`config.mk`:
```
export PLATFORM = sky130hd
export DESIGN_NAME = pc_fetch_unit
export DESIGN_NICKNAME = d
export VERILOG_FILES = /design/src/rtl/pc_fetch_unit.sv
export SDC_FILE = /design/constraint.sdc
export NUM_CORES = 1
export LEC_CHECK = 0
export ABC_AREA = 1
export BUFFER_PORTS_ARGS = -buffer_cell sky130_fd_sc_hd__clkbuf_2
export CORE_ASPECT_RATIO = 0.7
export CORE_MARGIN = 2
export CORE_UTILIZATION = 35
export DETAILED_ROUTE_END_ITERATION = 8
export PLACE_DENSITY = 0.55
export REMOVE_ABC_BUFFERS = 1
export SYNTH_ARGS = -nofsm -noshare
export SYNTH_HDL_FRONTEND = slang
export SYNTH_SLANG_ARGS = --single-unit
export TNS_END_PERCENT = 1
```
`constraint.sdc`:
```
create_clock -name CLK -period 3.9 [get_ports CLK]
set_clock_uncertainty 0.05 [all_clocks]
set_input_delay 0.195 -clock CLK [delete_from_list [all_inputs] [get_ports CLK]]
set_output_delay 0.195 -clock CLK [all_outputs]
set_load 0.03 [all_outputs]
```
`src/rtl/pc_fetch_unit.sv`:
```
// PC register and instruction-fetch stage for the single-cycle LEGv8 core.
// Fetches through a req/ack port, holds the instruction until retire, then advances the PC.
module pc_fetch_unit #(
    parameter logic [63:0] RESET_PC = 64'h0
) (
    input  logic        CLK,
    input  logic        resetl,
    input  logic [63:0] BusImm,
    input  logic        Branch,
    input  logic        UncondBranch,
    input  logic        Zero,
    input  logic        Retire,
    output logic        ImemReq,
    output logic [63:0] ImemAddr,
    input  logic        ImemAck,
    input  logic [31:0] ImemData,
    output logic [31:0] Instruction,
    output logic        InstrValid,
    output logic [63:0] PC,
    output logic [31:0] RetireCount
);

    typedef enum logic [1:0] {
        IDLE  = 2'd0,
        FETCH = 2'd1,
        EXEC  = 2'd2
    } state_t;

    state_t      state_q, state_d;
    logic [63:0] pc_q, pc_d;
    logic [31:0] instr_q, instr_d;
    logic        valid_q, valid_d;
    logic [31:0] count_q, count_d;

    logic        take_branch;
    logic [63:0] branch_off;
    logic [63:0] next_pc;

    // UncondBranch wins over CBZ; the word offset loses BusImm[63:62] in the shift.
    assign take_branch = UncondBranch | (Branch & Zero);
    assign branch_off  = {BusImm[61:0], 2'b00};
    assign next_pc     = take_branch ? (pc_q + branch_off) : (pc_q + 64'd4);

    // NOTE: every always_comb target gets a default first, so no path can infer a latch.
    always_comb begin
        state_d = state_q;
        pc_d    = pc_q;
        instr_d = instr_q;
        valid_d = valid_q;
        count_d = count_q;
        unique case (state_q)
            IDLE: begin
                state_d = FETCH;
            end
            FETCH: begin
                if (ImemAck) begin
                    state_d = EXEC;
                    instr_d = ImemData;
                    valid_d = 1'b1;
                end
            end
            EXEC: begin
                if (Retire) begin
                    state_d = FETCH;
                    pc_d    = next_pc;
                    valid_d = 1'b0;
                    count_d = count_q + 32'd1;
                end
            end
            default: begin
                state_d = IDLE;
            end
        endcase
    end

    // NOTE: sequential state uses non-blocking assignments so all registers update together.
    always_ff @(posedge CLK) begin
        if (!resetl) begin
            state_q <= IDLE;
            pc_q    <= RESET_PC;
            instr_q <= 32'd0;
            valid_q <= 1'b0;
            count_q <= 32'd0;
        end else begin
            state_q <= state_d;
            pc_q    <= pc_d;
            instr_q <= instr_d;
            valid_q <= valid_d;
            count_q <= count_d;
        end
    end

    assign ImemReq     = (state_q == FETCH);
    assign ImemAddr    = pc_q;
    assign PC          = pc_q;
    assign Instruction = instr_q;
    assign InstrValid  = valid_q;
    assign RetireCount = count_q;

endmodule
```
==> results of run 1 <==
## flip-flops by register name, indices dropped and copies added (netlist names)
signal       flops
InstrValid       1
Instruction     32
state_q          2
ImemAddr        62
RetireCount     32
## cells in the final DEF, fill, tap and decap left out, types with 2 or more instances in the layout
master         instances
nor2_2                 5
xor2_1                26
nor4_1                 2
nand4_1               16
xnor2_1                7
clkbuf_2             290
o211ai_1               4
nand3_1              119
nor2_4                 4
o21bai_1              32
nor3_1                19
or2_2                  2
o21a_1                27
nand2_1              666
inv_6                  5
buf_4                  7
inv_2                  3
nand3b_1               2
nor2_1               223
ha_1                  62
nand3_2                4
clkbuf_16             17
dlygate4sd3_1         32
inv_1                453
and2_1                 2
o21ai_0               45
a21oi_1               96
conb_1                 4
dfxtp_1              129
clkbuf_1               2
clkinvlp_4             3
clkinv_4               2
nor3_2                 6
## layer usage
metal,routed length [um],vias up
met5,38,-
met4,474,6
met3,2850,32
met2,15800,366
met1,20100,5708
li1,-,6671
## stage by stage
stage / setup WS (ps) / utilization / cells / power [mW] / setup TNS, ps
2_1_floorplan: -288 / - / 1969 / 1.86 / -4700
3_3_place_gp: 806 / 0.402 / 2694 / 2.11 / 0
3_5_place_dp: 742 / 0.402 / 2694 / 2.11 / 0
4_1_cts: 1210 / 0.429 / 2758 / 3.78 / 0
5_1_grt: 892 / 0.429 / 2758 / 3.91 / 0
6_report: 1210 / 0.429 / 2759 / 3.73 / 0
## worst min-delay path: cells and delay by family
kind | cells | cell delay [ps]
and+or+nand+nor | 1 | 130
buffers and inverters | 1 | 110
AOI/OAI and AO/OA | 1 | 70
## power breakdown
group          switching [mW]  total, mW  internal (mW)
Clock                   0.713       1.62          0.910
Combinational           0.481      0.722          0.242
Sequential             0.0326       1.39           1.35
Total                    1.23       3.73           2.51
## final cells by class
type / instances / area [sq um]
multi-input cells: 1384 / 6720
flip-flops and latches: 129 / 2580
clock buffers: 20 / 447
fillers: 3570 / 18600
clock inverters: 12 / 125
well taps: 427 / 534
inverters: 456 / 1710
diodes: 1 / 2.50
repair buffers: 330 / 1840
## kinds of logic after synthesis
kind of cell | after synthesis | synth area share
simple gates | 1075 | 0.377
buf+inv | 565 | 0.204
xor+xnor | 33 | 0.0248
flops | 129 | 0.221
fa+ha+maj | 63 | 0.0682
other cells | 1 | 0.000321
compound gates | 209 | 0.104
## worst max-delay path by stage
stage / slack (ps) / to / cells after the start
after detailed placement: 740 / ImemAddr[40] / 19
final: 1210 / ImemAddr[40] / 19
after global routing: 890 / ImemAddr[40] / 19
after global placement: 810 / ImemAddr[40] / 19
after floorplan: -290 / ImemAddr[62] / 18
after CTS: 1210 / ImemAddr[40] / 19
## what timing repair did
action	CTS	global route
endpoints found under the hold margin	32	0
hold buffers	32	0
resized for setup	0	0
==> reports/qor.yml, run 1 <==
status: "complete, no violations"
finalSetupViolCount: 0
cts_sinks: 129
dr.pass1.iters: 8
drt_wl_total_um: 39300
slowest_delay_ps: 460
yosys.area.top_type: "dfxtp_1"
io_pins: 297
ys_async_sr_fraction: 0
num_rows: 55
path_buf_inv: 6
vias: 12800
synthTopCellsByCount: "666 x nand2_1, 453 x inv_1, 225 x nor2_1"
yosysSeqAreaShare: 0.221
cts_made_buffers: 17
synthMostInstantiatedCell: "nand2_1"
via_per_inst: 4.63
tightest_slew_ps: 1120
antenna_found_initial: 4
power_leakage_nw: 8.26
period_share: 0.689
synthTopCellsByArea: "dfxtp_1 22%, nand2_1 21%, inv_1 15%"
reg2reg_to: "ImemAddr[40]"
endpoint_kind: "flop"
htreeDepth: 4
synthDistinctLibCells: 42
finalInstanceArea_sq_um: 14000
initial_core_util: 0.359
place_area_sq_um: 13100
max_freq_mhz: 372
powerDensity_nw_per_um2: 267
synth_area_per_cell_sq_um: 5.62
drive_gt1_frac: 0.152
r2r_start: "ImemAddr[2]"
cpMaxStageDelayCell: "fa_1"
cts_tree: "done"
area_growth_pct: 19.7
min_path_cells: 3
reg2reg_slack_ps: 1260
wl_per_cell_um: 14.3
slew_headroom: 0.255
synth_top_flop_cell: "dfxtp_1"
start_kind: "input pin"
syn_area_sq_um: 11700
required_ps: 4180
grt_pass1_vias: 11600
drv_slew: 0
min_path_type: "input pin to flop"
clock_path_buffers: 2
ys_ff_latch: 129
synth_top_area_share: 0.221
yosys_warnings: 0
synth_edf_count: 0
clock_latency_ps: 460
min_from: "Retire"
port_buffers: 290
cp_top_family: "simple AND/OR/NAND/NOR gates"
ir_worst_vdd_mv: 0.237
grt_setup_unrepaired: "false"
grt_usage: 0.224
place_congestion: 0.971
overflow: 0
path_cells: "clkbuf_2 -> nand2_1 -> inv_1 -> nor2_4 -> buf_4 -> or2_2 -> ha_1 -> inv_1 -> fa_1 -> inv_1 -> nand2_1 -> nand3_1 -> nand3_1 -> nand3_1 -> nand2_1 -> nand2_1 -> nor2_1 -> o21bai_1 -> inv_1"
period_needed_ps: 2690
drc: 0
post_cts_buffers: 0
grtUsageMet2: 0.333
ant_nets: 0
grt_max_degree: 98
path_max_fanout: 24
grt_pass1_wl_um: 61000
grtUsageMet1: 0.325
die_h_um: 157
dpl.hpwl_um: 31700
die-area_sq_um: 34800
hold_path_end: "state_q[1]"
hold_viol_final: 0
final_nets: 2484
ctsRootBufferMaster: "clkbuf_16"
core_sq_um: 32600
whs_ps: 65.0
arrival_ps: 2970
rr_worst_depth: 13
drtIter0Drc: 879
netlist_instances: 2075
worstSetupPathType: "input pin to flop"
clkTransAtPathRegs_ps: 60
busiest_layer: "met2"
cap_violations: 0
crit_path_start: "Branch"
grt.met3_usage: 0.0552
die_x_um: 222
Power figures use the tool's default switching activity.
==> inputs of run 2 (changes only) <==
PLACE_DENSITY = 0.57   (was 0.55)
clock period = 2.4 ns   (was 3.9 ns; I/O delays follow)
==> reports/qor.yml, run 2 (same netlist as run 1, synthesis figures left out) <==
slew_headroom: 0.647
tightest_slew_ps: 529
antenna_found_initial: 8
period_share: 0.940
htreeDepth: 4
clock_latency_ps: 450
utilization: 0.473
grt_pass1_wl_um: 65800
wl_per_cell_um: 14.4
slowest_delay_ps: 430
hold_viol_final: 0
cts_tree: "done"
cts_made_buffers: 17
port_buffers: 290
path_cells: "ha_1 -> nand2_1 -> inv_1 -> nand2_1 -> nand2_1 -> a21oi_1 -> nand2_1 -> inv_1 -> nand2_1 -> nand2_1 -> nand2_1 -> o21bai_1 -> inv_1"
via_per_inst: 4.64
die_h_um: 157
layout_common_cells: "650 x nand2_1, 453 x inv_1, 290 x clkbuf_2, 207 x nor2_1, 156 x buf_4"
drc: 0
r2r_start: "ImemAddr[40]"
num_rows: 55
final_nets: 2638
arrival_ps: 2550
drt_wl_total_um: 42000
min_path_type: "input pin to flop"
finalInstanceArea_sq_um: 15400
core_sq_um: 32600
clkTransAtPathRegs_ps: 70
path_max_fanout: 4
cap_violations: 0
place_congestion: 1.02
finalSetupViolCount: 0
drv_slew: 0
ctsRootBufferMaster: "clkbuf_16"
power_leakage_nw: 9.09
required_ps: 2690
period_needed_ps: 2260
layoutNonFillerInstCount: 2912
pre_cts_slack_ps: -372
rr_worst_depth: 13
hold_path_end: "Instruction[14]"
grt_max_degree: 98
ant_nets: 0
layout_commonest_cell: "nand2_1"
initial_core_util: 0.359
cpMaxStageDelayCell: "dfxtp_1"
place_area_sq_um: 14300
drtIter0Drc: 1029
overflow: 0
cp_common_cell: "nand2_1"
die_x_um: 222
status: "complete, no violations"
io_pins: 297
vias: 13500
post_cts_buffers: 0
largest_reg_flops: 62
min_path_cells: 4
grt_setup_unrepaired: "true"
cts_sinks: 129
setup-tns-final_ps: 0
fin_ws_ps: 143
max_freq_mhz: 443
drive_gt1_frac: 0.229
clock_path_buffers: 2
whs_ps: 46.5
numPlacedInstances: 2847
reg2reg_slack_ps: 140
power_mw: 6.34
ir_worst_vdd_mv: 0.357
dpl.hpwl_um: 33900
grt_pass1_vias: 12500
dr.pass1.iters: 6
start_kind: "flop"
powerDensity_nw_per_um2: 411
grt_usage: 0.241
endpoint_kind: "flop"
die-area_sq_um: 34800
worstSetupPathType: "flop to flop"
min_from: "ImemAck"
area_growth_pct: 32.0
reg2reg_to: "ImemAddr[42]"
==> run 2: cell types whose count changed in the layout (fill, tap and decap cells not counted), sizes merged <==
cell and delta:
buf +153, bufinv +1, clkbuf -3, clkinv -1
clkinvlp +1, diode +1, dlygate4sd3 +1
==> run 2: per-layer routing <==
| layer | routed length (um) | share of wire | track usage | up-vias |
|---|---|---|---|---|
| met5 | 79 | 0.0019 | 0 | - |
| met1 | 20600 | 0.49 | 0.351 | 6013 |
| met3 | 3750 | 0.089 | 0.0580 | 35 |
| met2 | 17200 | 0.41 | 0.360 | 467 |
| li1 | - | - | - | 6988 |
| met4 | 392 | 0.0093 | 0.0473 | 12 |
==> run 2: final cells by class <==
type,count,area (sq um)
Multi-Input combinational cell,1384,6940
Clock inverter,13,151
Clock buffer,17,425
Inverter,456,1710
Tap cell,427,534
Sequential cell,129,2590
Timing Repair Buffer,484,3040
Fill cell,3507,17100
Antenna cell,2,5.00
==> run 2: worst max-delay path by stage <==
stage,startpoint,to,slack (ps)
final,ImemAddr[40],ImemAddr[42],140
after global routing,Branch,ImemAddr[49],-30
after CTS,ImemAddr[43],ImemAddr[48],30
after detailed placement,Branch,ImemAddr[48],-370
after global placement,Branch,ImemAddr[48],-460
after floorplan,Branch,ImemAddr[62],-1710
==> run 2: where the power goes <==
group          switching [mW]  total, mW  internal (mW)
clock                    1.16       2.69           1.54
sequential             0.0542       2.25           2.20
combinational           0.845       1.39          0.544
total                    2.06       6.34           4.28
==> run 2: worst max-delay path: cells and delay by family (launching register included) <==
kind	cells	cell delay (ps)
buffers and inverters	3	190
and+or+nand+nor	7	830
adders and majority gates	1	300
AOI/OAI and AO/OA	2	360
DFF	1	430
==> run 2: repair_timing <==
action                                  CTS  global route
resized for setup                         0            63
endpoints found under the setup margin    0            36
hold buffers                             33             0
hold endpoints to repair                 33             0
==> inputs of run 3 (changes only) <==
CORE_ASPECT_RATIO = default   (was 0.7)
CTS_CLUSTER_DIAMETER = 30   (was default)
PLACE_DENSITY = default   (was 0.57)
PLACE_DENSITY_LB_ADDON = 0.05   (was default)
==> reports/qor.yml, run 3 (same netlist as run 1, synthesis figures left out) <==
wl_per_cell_um: 14.3
cts_tree: "done"
drtIter0Drc: 716
utilization: 0.478
arrival_ps: 2590
finalSetupViolCount: 0
p_int_mw: 4.47
ctsRootBufferMaster: "clkbuf_16"
power_leakage_nw: 9.25
seq_power_share: 0.346
via_per_inst: 4.55
die-area_sq_um: 34800
dr.pass1.iters: 5
ir_worst_vdd_mv: 0.513
clock_latency_ps: 450
path_max_fanout: 4
required_ps: 2690
finalInstanceArea_sq_um: 15600
endpoint_kind: "flop"
tightest_slew_ps: 562
layout_common_cells: "651 x nand2_1, 453 x inv_1, 290 x clkbuf_2, 209 x nor2_1, 172 x buf_4"
multi_input_area_sq_um: 6940
place_congestion: 0.936
cap_violations: 0
largest_reg_flops: 62
start_kind: "flop"
period_needed_ps: 2300
slew_headroom: 0.625
vias: 13400
status: "complete, no violations"
pre_cts_slack_ps: -439
fin_ws_ps: 102
pwr-share-comb: 0.210
drive_gt1_frac: 0.231
switching_share: 0.313
cts_sinks: 129
layoutNonFillerInstCount: 2946
clkPwrFrac: 0.444
htreeDepth: 4
period_share: 0.957
antenna_found_initial: 1
grt_pass1_vias: 12600
area_growth_pct: 33.9
layout_commonest_cell: "nand2_1"
drc: 0
drv_slew: 0
port_buffers: 290
cts_made_buffers: 17
place_area_sq_um: 14400
grt_usage: 0.240
seq_area_sq_um: 2580
clock_path_buffers: 2
nFillCells: 3637
numPlacedInstances: 2877
grt_max_degree: 76
drt_wl_total_um: 42000
die_h_um: 187
powerDensity_nw_per_um2: 416
grt_pass1_wl_um: 66600
die_x_um: 187
antenna_cells: 0
power_mw: 6.51
final_nets: 2657
overflow: 0
num_rows: 66
p_switching_mw: 2.04
min_path_type: "input pin to flop"
core_sq_um: 32700
worstSetupPathType: "flop to flop"
dpl.hpwl_um: 34000
hold_viol_final: 0
ant_nets: 0
clkTransAtPathRegs_ps: 70
initial_core_util: 0.357
io_pins: 297
grt_setup_unrepaired: "true"
max_freq_mhz: 435
-- run 3: repair_timing --
item | CTS | global route
resized for setup | 0 | 54
endpoints found under the hold margin | 34 | 0
buffers inserted | 0 | 3
hold buffers | 34 | 0
endpoints found under the setup margin | 0 | 36
-- run 3: area by class of cell --
type	count	area share
Timing Repair Buffer	503	0.206
Multi-Input combinational cell	1384	0.444
Clock buffer	21	0.0301
Sequential cell	129	0.165
Tap cell	442	0.0354
Inverter	456	0.110
Clock inverter	11	0.00977
-- run 3: metrics by stage --
stage	TNS [ps]	hold WS [ps]
global placement	-13280	326
CTS	0	70.2
floorplan	-116870	168
detailed placement	-13600	331
finish	0	90.5
global route	-400	143
-- run 3: final timing paths --
| check | slack [ps] | end | startpoint | depth (start not counted) |
|---|---|---|---|---|
| setup / recovery | 100 | ImemAddr[23] | ImemAddr[10] | 15 |
| hold reg to reg | 410 | Instruction[4] | Instruction[4] | 2 |
| setup reg to reg | 100 | ImemAddr[23] | ImemAddr[10] | 15 |
| hold / removal | 90 | ImemAddr[2] | BusImm[0] | 5 |
-- run 3: power by group through the flow --
stage / logic, mW / clock network, mW / registers, mW
3_3_place_gp: 1.30 / 0 / 2.30
5_1_grt: 1.51 / 3.06 / 2.26
4_1_cts: 1.35 / 2.97 / 2.25
2_1_floorplan: 0.565 / 0 / 2.46
3_5_place_dp: 1.30 / 0 / 2.30
6_report: 1.37 / 2.89 / 2.25
-- run 3: metal layers --
metal,vias to the layer above,routed length [um],share of wire,global-route usage
met5,-,12,0.00029,0
met4,2,667,0.016,0.0604
met3,38,2390,0.057,0.0451
met2,358,18300,0.44,0.384
met1,5973,20600,0.49,0.332
li1,7022,-,-,-
-- run 3: critical path, stage by stage (launching register included) --
cell and delay, ps:
dfxtp_1 340, ha_1 340, buf_4 150, nand2_1 60
nand2_1 90, inv_1 70, nand2_1 90, nand2_1 70
nand2_1 60, nand2_1 60, nand3_1 220, buf_4 240
xnor2_1 160, o21ai_0 100, nand2_1 70, inv_1 40
